===== src/rtl/wm_sched_pkg.sv =====
// Shared types and defaults for the washing-machine bay scheduler.
package wm_sched_pkg;

    typedef enum logic [1:0] {
        IDLE    = 2'd0,
        LOAD    = 2'd1,
        RUN     = 2'd2,
        RELEASE = 2'd3
    } wm_state_e;

    localparam int          DEF_NUM_REQ     = 4;
    localparam int          DEF_COIN_CYCLES = 2;
    localparam logic [31:0] DEF_RUN_TIMEOUT = 32'd2_000_000_000;
    localparam int          SERVE_CNT_W     = 8;

    // Saturating increment for the per-requester serve counters.
    function automatic logic [SERVE_CNT_W-1:0] sat_inc(input logic [SERVE_CNT_W-1:0] v);
        return (v == {SERVE_CNT_W{1'b1}}) ? v : v + 1'b1;
    endfunction

endpackage


===== src/rtl/wm_rr_arbiter.sv =====
// Round-robin picker: first pending index strictly after ptr_i, wrapping.
module wm_rr_arbiter #(
    parameter int NUM_REQ = 4,
    parameter int IDX_W   = 2
) (
    input  logic [NUM_REQ-1:0] pending_i,
    input  logic [IDX_W-1:0]   ptr_i,
    output logic [NUM_REQ-1:0] win_o,
    output logic [IDX_W-1:0]   win_idx_o,
    output logic               any_o
);

    logic [IDX_W-1:0] cand;

    // Scan ptr+1 .. ptr+NUM_REQ; the first hit wins, later hits are ignored.
    always_comb begin
        win_o     = '0;
        win_idx_o = '0;
        any_o     = 1'b0;
        cand      = '0;
        for (int k = 1; k <= NUM_REQ; k++) begin
            cand = IDX_W'((int'(ptr_i) + k) % NUM_REQ);
            if (!any_o && pending_i[cand]) begin
                any_o        = 1'b1;
                win_idx_o    = cand;
                win_o[cand]  = 1'b1;
            end
        end
    end

endmodule


===== src/rtl/wm_bay_scheduler.sv =====
// Shares one washing machine among NUM_REQ terminals: latches paid requests,
// dispatches round-robin (coin pulse, double-wash, pause gating), waits for
// wash_done or the run watchdog, then pulses done to the owner.
// Optional: define WM_SERVE_CNT_EN to add per-requester serve counters.
module wm_bay_scheduler
    import wm_sched_pkg::*;
#(
    parameter int                  NUM_REQ     = DEF_NUM_REQ,
    parameter int                  IDX_W       = 2,
    parameter int                  COIN_CYCLES = DEF_COIN_CYCLES,
    parameter int                  RUN_TO_W    = 32,
    parameter logic [RUN_TO_W-1:0] RUN_TIMEOUT = RUN_TO_W'(DEF_RUN_TIMEOUT)
) (
    input  logic               clk,
    input  logic               rst,
    input  logic [NUM_REQ-1:0] req,
    input  logic [NUM_REQ-1:0] req_dbl,
    input  logic [NUM_REQ-1:0] pause_in,
    input  logic               wm_wash_done,
    output logic               wm_coin_in,
    output logic               wm_double_wash,
    output logic               wm_timer_pause,
    output logic [NUM_REQ-1:0] gnt,
    output logic [NUM_REQ-1:0] done,
    output logic [NUM_REQ-1:0] pending,
    output logic [IDX_W-1:0]   owner_idx,
    output logic               busy,
    output logic               timeout_err
`ifdef WM_SERVE_CNT_EN
    ,
    output logic [NUM_REQ*SERVE_CNT_W-1:0] serve_cnt
`endif
);

    localparam int               CC_W      = (COIN_CYCLES > 1) ? $clog2(COIN_CYCLES) : 1;
    localparam logic [CC_W-1:0]  COIN_LAST = CC_W'(COIN_CYCLES - 1);

    wm_state_e            state_q, state_d;
    logic [IDX_W-1:0]     owner_q, owner_d;
    logic [IDX_W-1:0]     ptr_q, ptr_d;
    logic [NUM_REQ-1:0]   pending_q, pending_d;
    logic [NUM_REQ-1:0]   dbl_q, dbl_d;
    // Owner's double-wash copy: dbl_q[owner] may be rewritten by a new
    // request from the same terminal while its current wash is running.
    logic                 own_dbl_q, own_dbl_d;
    logic [CC_W-1:0]      coin_cnt_q, coin_cnt_d;
    logic [RUN_TO_W-1:0]  wdog_q, wdog_d;
    logic                 wash_q;          // registered wm_wash_done
    logic                 armed_q, armed_d; // wash_done seen low during RUN
    logic                 to_hit_q, to_hit_d;
    logic                 timeout_err_q, timeout_err_d;

    logic [NUM_REQ-1:0]   win;
    logic [IDX_W-1:0]     win_idx;
    logic                 win_any;
    logic                 pause_own;
    logic [NUM_REQ-1:0]   owner_oh;
    logic                 in_dispatch;

    wm_rr_arbiter #(
        .NUM_REQ (NUM_REQ),
        .IDX_W   (IDX_W)
    ) u_arb (
        .pending_i (pending_q),
        .ptr_i     (ptr_q),
        .win_o     (win),
        .win_idx_o (win_idx),
        .any_o     (win_any)
    );

    assign owner_oh    = NUM_REQ'(1) << owner_q;
    assign pause_own   = pause_in[owner_q];
    assign in_dispatch = (state_q == LOAD) || (state_q == RUN);

    // State and datapath registers; reset abandons any wash in progress.
    always_ff @(posedge clk or posedge rst) begin
        if (rst) begin
            state_q       <= IDLE;
            owner_q       <= '0;
            ptr_q         <= IDX_W'(NUM_REQ - 1);
            pending_q     <= '0;
            dbl_q         <= '0;
            own_dbl_q     <= 1'b0;
            coin_cnt_q    <= '0;
            wdog_q        <= '0;
            wash_q        <= 1'b0;
            armed_q       <= 1'b0;
            to_hit_q      <= 1'b0;
            timeout_err_q <= 1'b0;
        end else begin
            state_q       <= state_d;
            owner_q       <= owner_d;
            ptr_q         <= ptr_d;
            pending_q     <= pending_d;
            dbl_q         <= dbl_d;
            own_dbl_q     <= own_dbl_d;
            coin_cnt_q    <= coin_cnt_d;
            wdog_q        <= wdog_d;
            wash_q        <= wm_wash_done;
            armed_q       <= armed_d;
            to_hit_q      <= to_hit_d;
            timeout_err_q <= timeout_err_d;
        end
    end

    // Next-state: dispatch FSM, watchdog, and the one-deep request latches.
    always_comb begin
        state_d       = state_q;
        owner_d       = owner_q;
        ptr_d         = ptr_q;
        pending_d     = pending_q;
        dbl_d         = dbl_q;
        own_dbl_d     = own_dbl_q;
        coin_cnt_d    = coin_cnt_q;
        wdog_d        = wdog_q;
        armed_d       = 1'b0;
        to_hit_d      = to_hit_q;
        timeout_err_d = timeout_err_q;

        case (state_q)
            IDLE: begin
                if (win_any) begin
                    state_d    = LOAD;
                    owner_d    = win_idx;
                    ptr_d      = win_idx;
                    own_dbl_d  = dbl_q[win_idx];
                    pending_d  = pending_q & ~win;
                    coin_cnt_d = '0;
                end
            end
            LOAD: begin
                if (coin_cnt_q == COIN_LAST) begin
                    state_d = RUN;
                    wdog_d  = '0;
                end else begin
                    coin_cnt_d = coin_cnt_q + 1'b1;
                end
            end
            RUN: begin
                // A done level already present at RUN entry must drop first.
                armed_d = armed_q | ~wash_q;
                if (!pause_own && (wdog_q != RUN_TIMEOUT))
                    wdog_d = wdog_q + 1'b1;
                if (armed_q && wash_q) begin
                    state_d = RELEASE;
                end else if (wdog_q == RUN_TIMEOUT) begin
                    state_d       = RELEASE;
                    to_hit_d      = 1'b1;
                    timeout_err_d = 1'b1;
                end
            end
            RELEASE: begin
                state_d   = IDLE;
                wdog_d    = '0;
                own_dbl_d = 1'b0;
                to_hit_d  = 1'b0;
            end
            default: state_d = IDLE;
        endcase

        // New requests only land in empty slots; a slot granted this edge
        // still reads as full, so a same-edge repeat is dropped.
        for (int i = 0; i < NUM_REQ; i++) begin
            if (req[i] && !pending_q[i]) begin
                pending_d[i] = 1'b1;
                dbl_d[i]     = req_dbl[i];
            end
        end
    end

    assign busy           = (state_q != IDLE);
    assign wm_coin_in     = (state_q == LOAD);
    assign wm_double_wash = in_dispatch & own_dbl_q;
    assign wm_timer_pause = (state_q == RUN) & pause_own;
    assign gnt            = in_dispatch ? owner_oh : '0;
    assign done           = (state_q == RELEASE) ? owner_oh : '0;
    assign owner_idx      = busy ? owner_q : '0;
    assign pending        = pending_q;
    assign timeout_err    = timeout_err_q;

`ifdef WM_SERVE_CNT_EN
    for (genvar i = 0; i < NUM_REQ; i++) begin : g_cnt
        logic [SERVE_CNT_W-1:0] cnt_q;
        // Count normal completions for this requester, saturating.
        always_ff @(posedge clk or posedge rst) begin
            if (rst)
                cnt_q <= '0;
            else if ((state_q == RELEASE) && !to_hit_q && (owner_q == IDX_W'(i)))
                cnt_q <= sat_inc(cnt_q);
        end
        assign serve_cnt[i*SERVE_CNT_W +: SERVE_CNT_W] = cnt_q;
    end
`endif

endmodule


===== config.mk =====
export PLATFORM = sky130hd
export DESIGN_NAME = wm_bay_scheduler
export DESIGN_NICKNAME = d
export VERILOG_FILES = /design/src/rtl/wm_sched_pkg.sv /design/src/rtl/wm_rr_arbiter.sv /design/src/rtl/wm_bay_scheduler.sv
export SDC_FILE = /design/constraint.sdc
export NUM_CORES = 1
export LEC_CHECK = 0
export CORE_ASPECT_RATIO = 1.1
export CORE_MARGIN = 10
export CORE_UTILIZATION = 50
export CTS_CLUSTER_SIZE = 12
export DETAILED_ROUTE_END_ITERATION = 12
export GPL_TIMING_DRIVEN = 1
export PLACE_DENSITY = 0.77
export SETUP_SLACK_MARGIN = 0.5
export SLEW_MARGIN = 20
export SYNTH_ARGS = -nofsm -noshare
export SYNTH_HDL_FRONTEND = slang
export SYNTH_HIERARCHICAL = 1
export SYNTH_SLANG_ARGS = --single-unit
export TNS_END_PERCENT = 50

===== constraint.sdc =====
create_clock -name clk -period 3.53 [get_ports clk]
set_input_delay 0.353 -clock clk [delete_from_list [all_inputs] [get_ports clk]]
set_output_delay 0.353 -clock clk [all_outputs]
set_load 0.01 [all_outputs]

[Word-level counts from Yosys, hierarchy flattened]
Index checks and enable logic that the tools add are counted.
Operators by class
  add/subtract/negate cells: 6
  order comparisons: 10
  equality and inequality tests: 9
  shift-type cells: 1
  mux-type cells: 55
  bitwise logic cells: 10
  reduce and logical (&&, ||, !) cells: 45
Operators by type and width (count)
  32-bit case mux with 3 select lines: 1
  32-bit 2-to-1 mux: 2
  32-bit by 1-bit adder with 32-bit output (second input constant): 1
  32-bit by 31-bit == test with 1-bit output (second input constant): 1
  4-bit 2-to-1 mux: 8
  32-bit by 31-bit != test with 1-bit output (second input constant): 1
  1-bit 2-to-1 mux: 22
  2-bit nonzero test: 11
  2-bit by 3-bit less-than comparator with 1-bit output (second input constant): 6
  2-bit 2-to-1 mux: 9
  2-bit AND reduction: 7
  1-bit logical AND: 13
  1-bit binary-select mux with 2-bit select: 6
  4-bit bitwise OR: 3
  3-bit AND reduction: 3
  1-bit demux with 2-bit select: 4
  2-bit by 1-bit greater-or-equal comparator with 1-bit output (second input constant): 4
  1-bit zero test: 8
  2-bit case mux with 4 select lines: 1
  2-bit by 1-bit != test with 1-bit output (second input constant): 3
  2-bit by 1-bit adder with 2-bit output (second input constant): 2
  2-bit adder (second input constant): 2
  4-bit AND: 1
  2-bit == test (second input constant): 2
  12 further kinds: 15
Storage, ports and cells
  bits in registers: 51
  bits of input ports: 15
  word-level logic and storage cells: 153

[Depth between registers and ports, before layout]
  word-level depth: 18
  gate-level depth with buffers: 11
  gate-level depth less buffers: 9

[Modules after synthesis]
The synthesis kept the hierarchy.
Modules (own cells, without submodules)
  wm_bay_scheduler: times used 1, cells an instance 283, area each 2733.9 um2
  wm_rr_arbiter: times used 1, cells an instance 68, area each 525.5 um2

[Worst setup path after synthesis]
No wires, ideal clock.
  kind: register -> register
  start: register ptr_q[0]
  end: register own_dbl_q
  setup time: 0.121 ns
  data arrival time: 2.549 ns
  required time: 3.409 ns
  path slack: 0.860 ns
  stages on the path, launching flop included: 12
  clock period less this slack: 2.670 ns
  cells stage by stage: dfstp_2 > buf_4 > inv_2 > ha_1 > buf_6 > a21oi_2 > nor3_1 > nor2_2 > o31a_1 > mux4_2 > a22o_1 > a22o_1
Between the ends
  cells in the longest elaborated chain, start to end: 17
  elaborated cells on any way between the ends: 32
RTL lines
  from (decl): RTL line wm_bay_scheduler.sv:40  | logic [IDX_W-1:0] ptr_q, ptr_d;
  from (signal assigned): RTL line wm_bay_scheduler.sv:80  | ptr_q <= IDX_W'(NUM_REQ - 1);
  from (signal assigned): RTL line wm_bay_scheduler.sv:93  | ptr_q <= ptr_d;
  2-bit by 1-bit adder with 2-bit output: RTL line wm_rr_arbiter.sv:22  | cand = IDX_W'((int'(ptr_i) + k) % NUM_REQ);
  1-bit binary-select mux with 2-bit select: RTL line wm_rr_arbiter.sv:23  | if (!any_o && pending_i[cand]) begin
  1-bit 2-to-1 mux (implied by the code): RTL line wm_rr_arbiter.sv:23
  1-bit 2-to-1 mux: RTL line wm_rr_arbiter.sv:23
  1-bit zero test: RTL line wm_rr_arbiter.sv:23
  1-bit logical AND: RTL line wm_rr_arbiter.sv:23
  1-bit 2-to-1 mux: RTL line wm_rr_arbiter.sv:23
  1-bit zero test: RTL line wm_rr_arbiter.sv:23
  [... 2 more ...]
  1-bit zero test: RTL line wm_rr_arbiter.sv:23
  1-bit logical AND: RTL line wm_rr_arbiter.sv:23
  2-bit 2-to-1 mux *: RTL line wm_rr_arbiter.sv:23
  net win_idx[0]: RTL line wm_bay_scheduler.sv:54  | logic [IDX_W-1:0] win_idx;
  1-bit binary-select mux with 2-bit select *: RTL line wm_bay_scheduler.sv:126  | own_dbl_d = dbl_q[win_idx];
  1-bit 2-to-1 mux (implied by the code) *: RTL line wm_bay_scheduler.sv:126
  1-bit 2-to-1 mux *: RTL line wm_bay_scheduler.sv:122  | if (win_any) begin
  1-bit case mux with 2 select lines *: RTL line wm_bay_scheduler.sv:120  | case (state_q)
  to (signal assigned): RTL line wm_bay_scheduler.sv:96  | own_dbl_q <= own_dbl_d;
  to (decl): RTL line wm_bay_scheduler.sv:45  | logic own_dbl_q, own_dbl_d;
The timed path passes the listed nets; every way through them passes the cells marked *. The select of a mux whose other input is x is not followed.
A chain may end at the register's enable or synchronous reset.

[Worst setup path in the final report]
Ends and elaborated chain as after synthesis.

==> out/results.tsv <==
stage	metric	value	unit
outcome	status	finished clean	
pwr	power_switching	1.11	mW
sta	finalSetupTns	0	ns
place	weighted_congestion_reported_at_the_end_of_routability_driven_placement	0.858	
pwr	power_per_cell_area	701	nW/um^2
yosys	sequential_element_share_of_the_synthesized_area	39.2	%
place	dp_hpwl	5140	um
routing	viasPerCell	5.72	
sta	post_route_setup_slack	0.652	ns
routing	postRouteAntennaNets	0	
setup_path	critical_path_peak_fanout	17	
global_route	grt_pass1_wl	12200	um
setup_path	timing.critical_path.from_type	flip-flop	
clock_tree	tritoncts.num_buffers	5	
routing	dr_iter_0_viols	139	
floorplan	die_width	97.0	um
sta	worst-slew-pin-transition	0.867	ns
sta	max_freq	347	MHz
global_route	grt-ovfl-total	0	
routing	postRouteWirelength	7120	um
floorplan	io_pins	34	
clock_tree	cts_tree	built	
pwr	power.leakage	1.58	nW
yosys	post_synth_main_area_contributors	dfrtp_1, ha_1, xor2_1, nor2_1, nand2_1	
pwr	ir_worst_vdd	0.000562	V
yosys	synth.net_count	380	
routing	first_pass_drt_iterations	4	
yosys	synthDominantCellAreaShare	37.6	%
sta	post-route-min-period	2.88	ns
yosys	ys_ff_latch	51	
floorplan	num_rows	30	
place	port_buffers	33	
finish	drive_above_1_share	8.95	%
setup_path	cp-end-kind	flip-flop	
pwr	power.share.sequential	34.3	%
setup_path	worst_ep_required_time	3.73	ns
clock_tree	ctsRootBufferMaster	clkbuf_8	
yosys	syn-cell-area	3260	um^2
finish	synthToLayoutAreaGrowth	14.0	%
pwr	cell_internal_power_dissipation	1.49	mW
sta	drv_slew	0	
routing	wl_cell	15.5	um
clock_tree	ctsHoldBuffers	0	
hold_path	holdCritPathClass	in2reg	
yosys	yosysWarningCount	6	
global_route	grt_use_total	13.9	%
yosys	synthDistinctLibCells	58	
yosys	netlist_instances	351	
finish	fin_nets	408	
pwr	power_frac_comb	52.0	%
finish	final_cell_mix	dfrtp_1, nor2_1, nand2_1, clkdlybuf4s50_1, xor2_1	
global_route	first_global_vias	2508	
routing	drc	0	
pwr	net_switching_fraction_of_the_power	42.7	%
sta	grt_setup_unrepaired	false	
pwr	p_total	2.60	mW
place	detailed_place.area	3620	um^2
floorplan	floorplan.die.height	105	um
global_route	initial_antenna_violation_count	0	
run	max-cap-violations	0	
finish	antenna_cells	0	
place	pre_cts_slack	0.593	ns
clock_tree	tritoncts_num_sinks	51	
yosys	synth-edff-count	0	
sta	slew_headroom	42.1	%
sta	final_min_period_over_clock_period	81.5	%
yosys	synth-main-ff-cell	dfrtp_1	
clock_tree	clkTransAtPathRegs	0.10	ns
clock_tree	post-cts-setup-buffer-count	0	
setup_path	crit_arrival	3.08	ns
floorplan	floorplan.core_area	6270	um^2
finish	design_area	3710	um^2
finish	layout_commonest_cell	dfrtp_1	
yosys	postSynthAreaPerCell	9.29	um^2
clock_tree	clk-insertion-delay-late	0.31	ns
yosys	synth_async_sr_flop_share	100	%
routing	route.vias.total	2632	
clock_tree	clock_path_buffers	2	
pwr	share_clk_of_total_power	13.6	%
sta	final-hold-violation-count	0	
sta	finalSetupViolCount	0	
floorplan	dieArea	10200	um^2
yosys	synth_largest_area_cell	dfrtp_1	
clock_tree	h-tree-depth	2	
global_route	grt_start_max_net_pins	52	
sta	hold_ws	0.470	ns
floorplan	starting_utilization_of_the_core_area	52.0	%
setup_path	worst-setup-path-type	reg2reg	
sta	clock_skew	0.0112	ns
[per-layer routing]
layer  vias up  track usage (%)  routed length [um]
met5         -                0                   0
met4         0             5.06                 134
met3        10             2.70                 266
met2        54             24.2                3690
met1      1269             16.4                3020
li1       1299                -                   -
[critical path, cell delays in order, from the launching register on]
cell     delay, ns
dfstp_4       0.74
mux4_2        0.62
a21oi_2       0.16
nor3_1        0.06
nor2_2        0.10
o31a_1        0.18
mux4_2        0.50
a22o_1        0.19
a22o_1        0.22
[state kept, by name (all words and copies together), names as in the netlist, 2 cells and up]
| register | cells |
|---|---|
| pending | 4 |
| state_q | 2 |
| wdog_q | 32 |
| ptr_q | 2 |
| owner_q | 2 |
| dbl_q | 4 |
[cell usage after synthesis, types with 3 or more instances]
cell type	n
mux2i_1	3
nor3_1	7
nor4b_1	3
xor2_1	19
inv_1	16
a31oi_1	5
buf_6	5
xnor2_1	3
and2_1	4
nand4_1	16
nor2_1	39
or3_1	6
nand3_1	17
nor4_1	3
mux4_2	3
o21ai_1	5
dfrtp_1	49
a221o_1	4
and3_1	11
clkbuf_1	8
nor2b_1	8
a21oi_1	11
ha_1	14
mux2_2	5
o21ai_0	14
nand2_1	33
[worst paths after layout]
| kind | startpoint | to | slack (ns) | cells after the start |
|---|---|---|---|---|
| worst max-delay path | ptr_q[0] | own_dbl_q | 0.65 | 8 |
| worst max register to register | ptr_q[0] | own_dbl_q | 0.65 | 8 |
| max in group asynchronous | rst | pending[1] | 2.50 | 2 |
| min in group asynchronous | rst | wdog_q[28] | 0.52 | 2 |
| worst min-delay path | wm_wash_done | wash_q | 0.47 | 1 |
| worst min register to register | wash_q | armed_q | 0.47 | 1 |
[what timing repair did]
item / CTS / global route
setup endpoints to repair: 0 / 1
gates resized for setup: 0 / 1
hold endpoints to repair: 0 / 0
[per-stage QoR]
step	utilization, %	instances
2_1_floorplan	-	351
3_3_place_gp	57.7	452
3_5_place_dp	57.7	452
4_1_cts	59.2	460
5_1_grt	59.3	460
6_report	59.3	460
[area by class of cell]
class | count | area [um^2]
well taps | 80 | 100
inverters | 17 | 65.1
repair buffers | 36 | 353
flip-flops and latches | 51 | 1280
clock buffers | 7 | 86.3
fillers | 536 | 2550
clock inverters | 1 | 5.00
multi-input cells | 268 | 1820
[power groups by stage]
stage	Sequential [mW]	Clock (mW)	Combinational [mW]
after floorplan	0.811	0	1.07
after CTS	0.892	0.355	1.36
final	0.894	0.355	1.36
after detailed placement	0.904	0	1.36
after global routing	0.921	0.390	1.51
after global placement	0.896	0	1.35
[cell families after synthesis]
kind of cell | share of synthesized area (%)
XOR/XNOR | 5.91
flip-flops | 39.2
buffers and inverters | 4.99
adder cells (fa/ha/maj) | 5.37
multiplexers | 5.41
AND/OR/NAND/NOR | 25.9
AO/OA/AOI/OAI | 13.2
No activity file was read; power rests on OpenSTA's default activity.
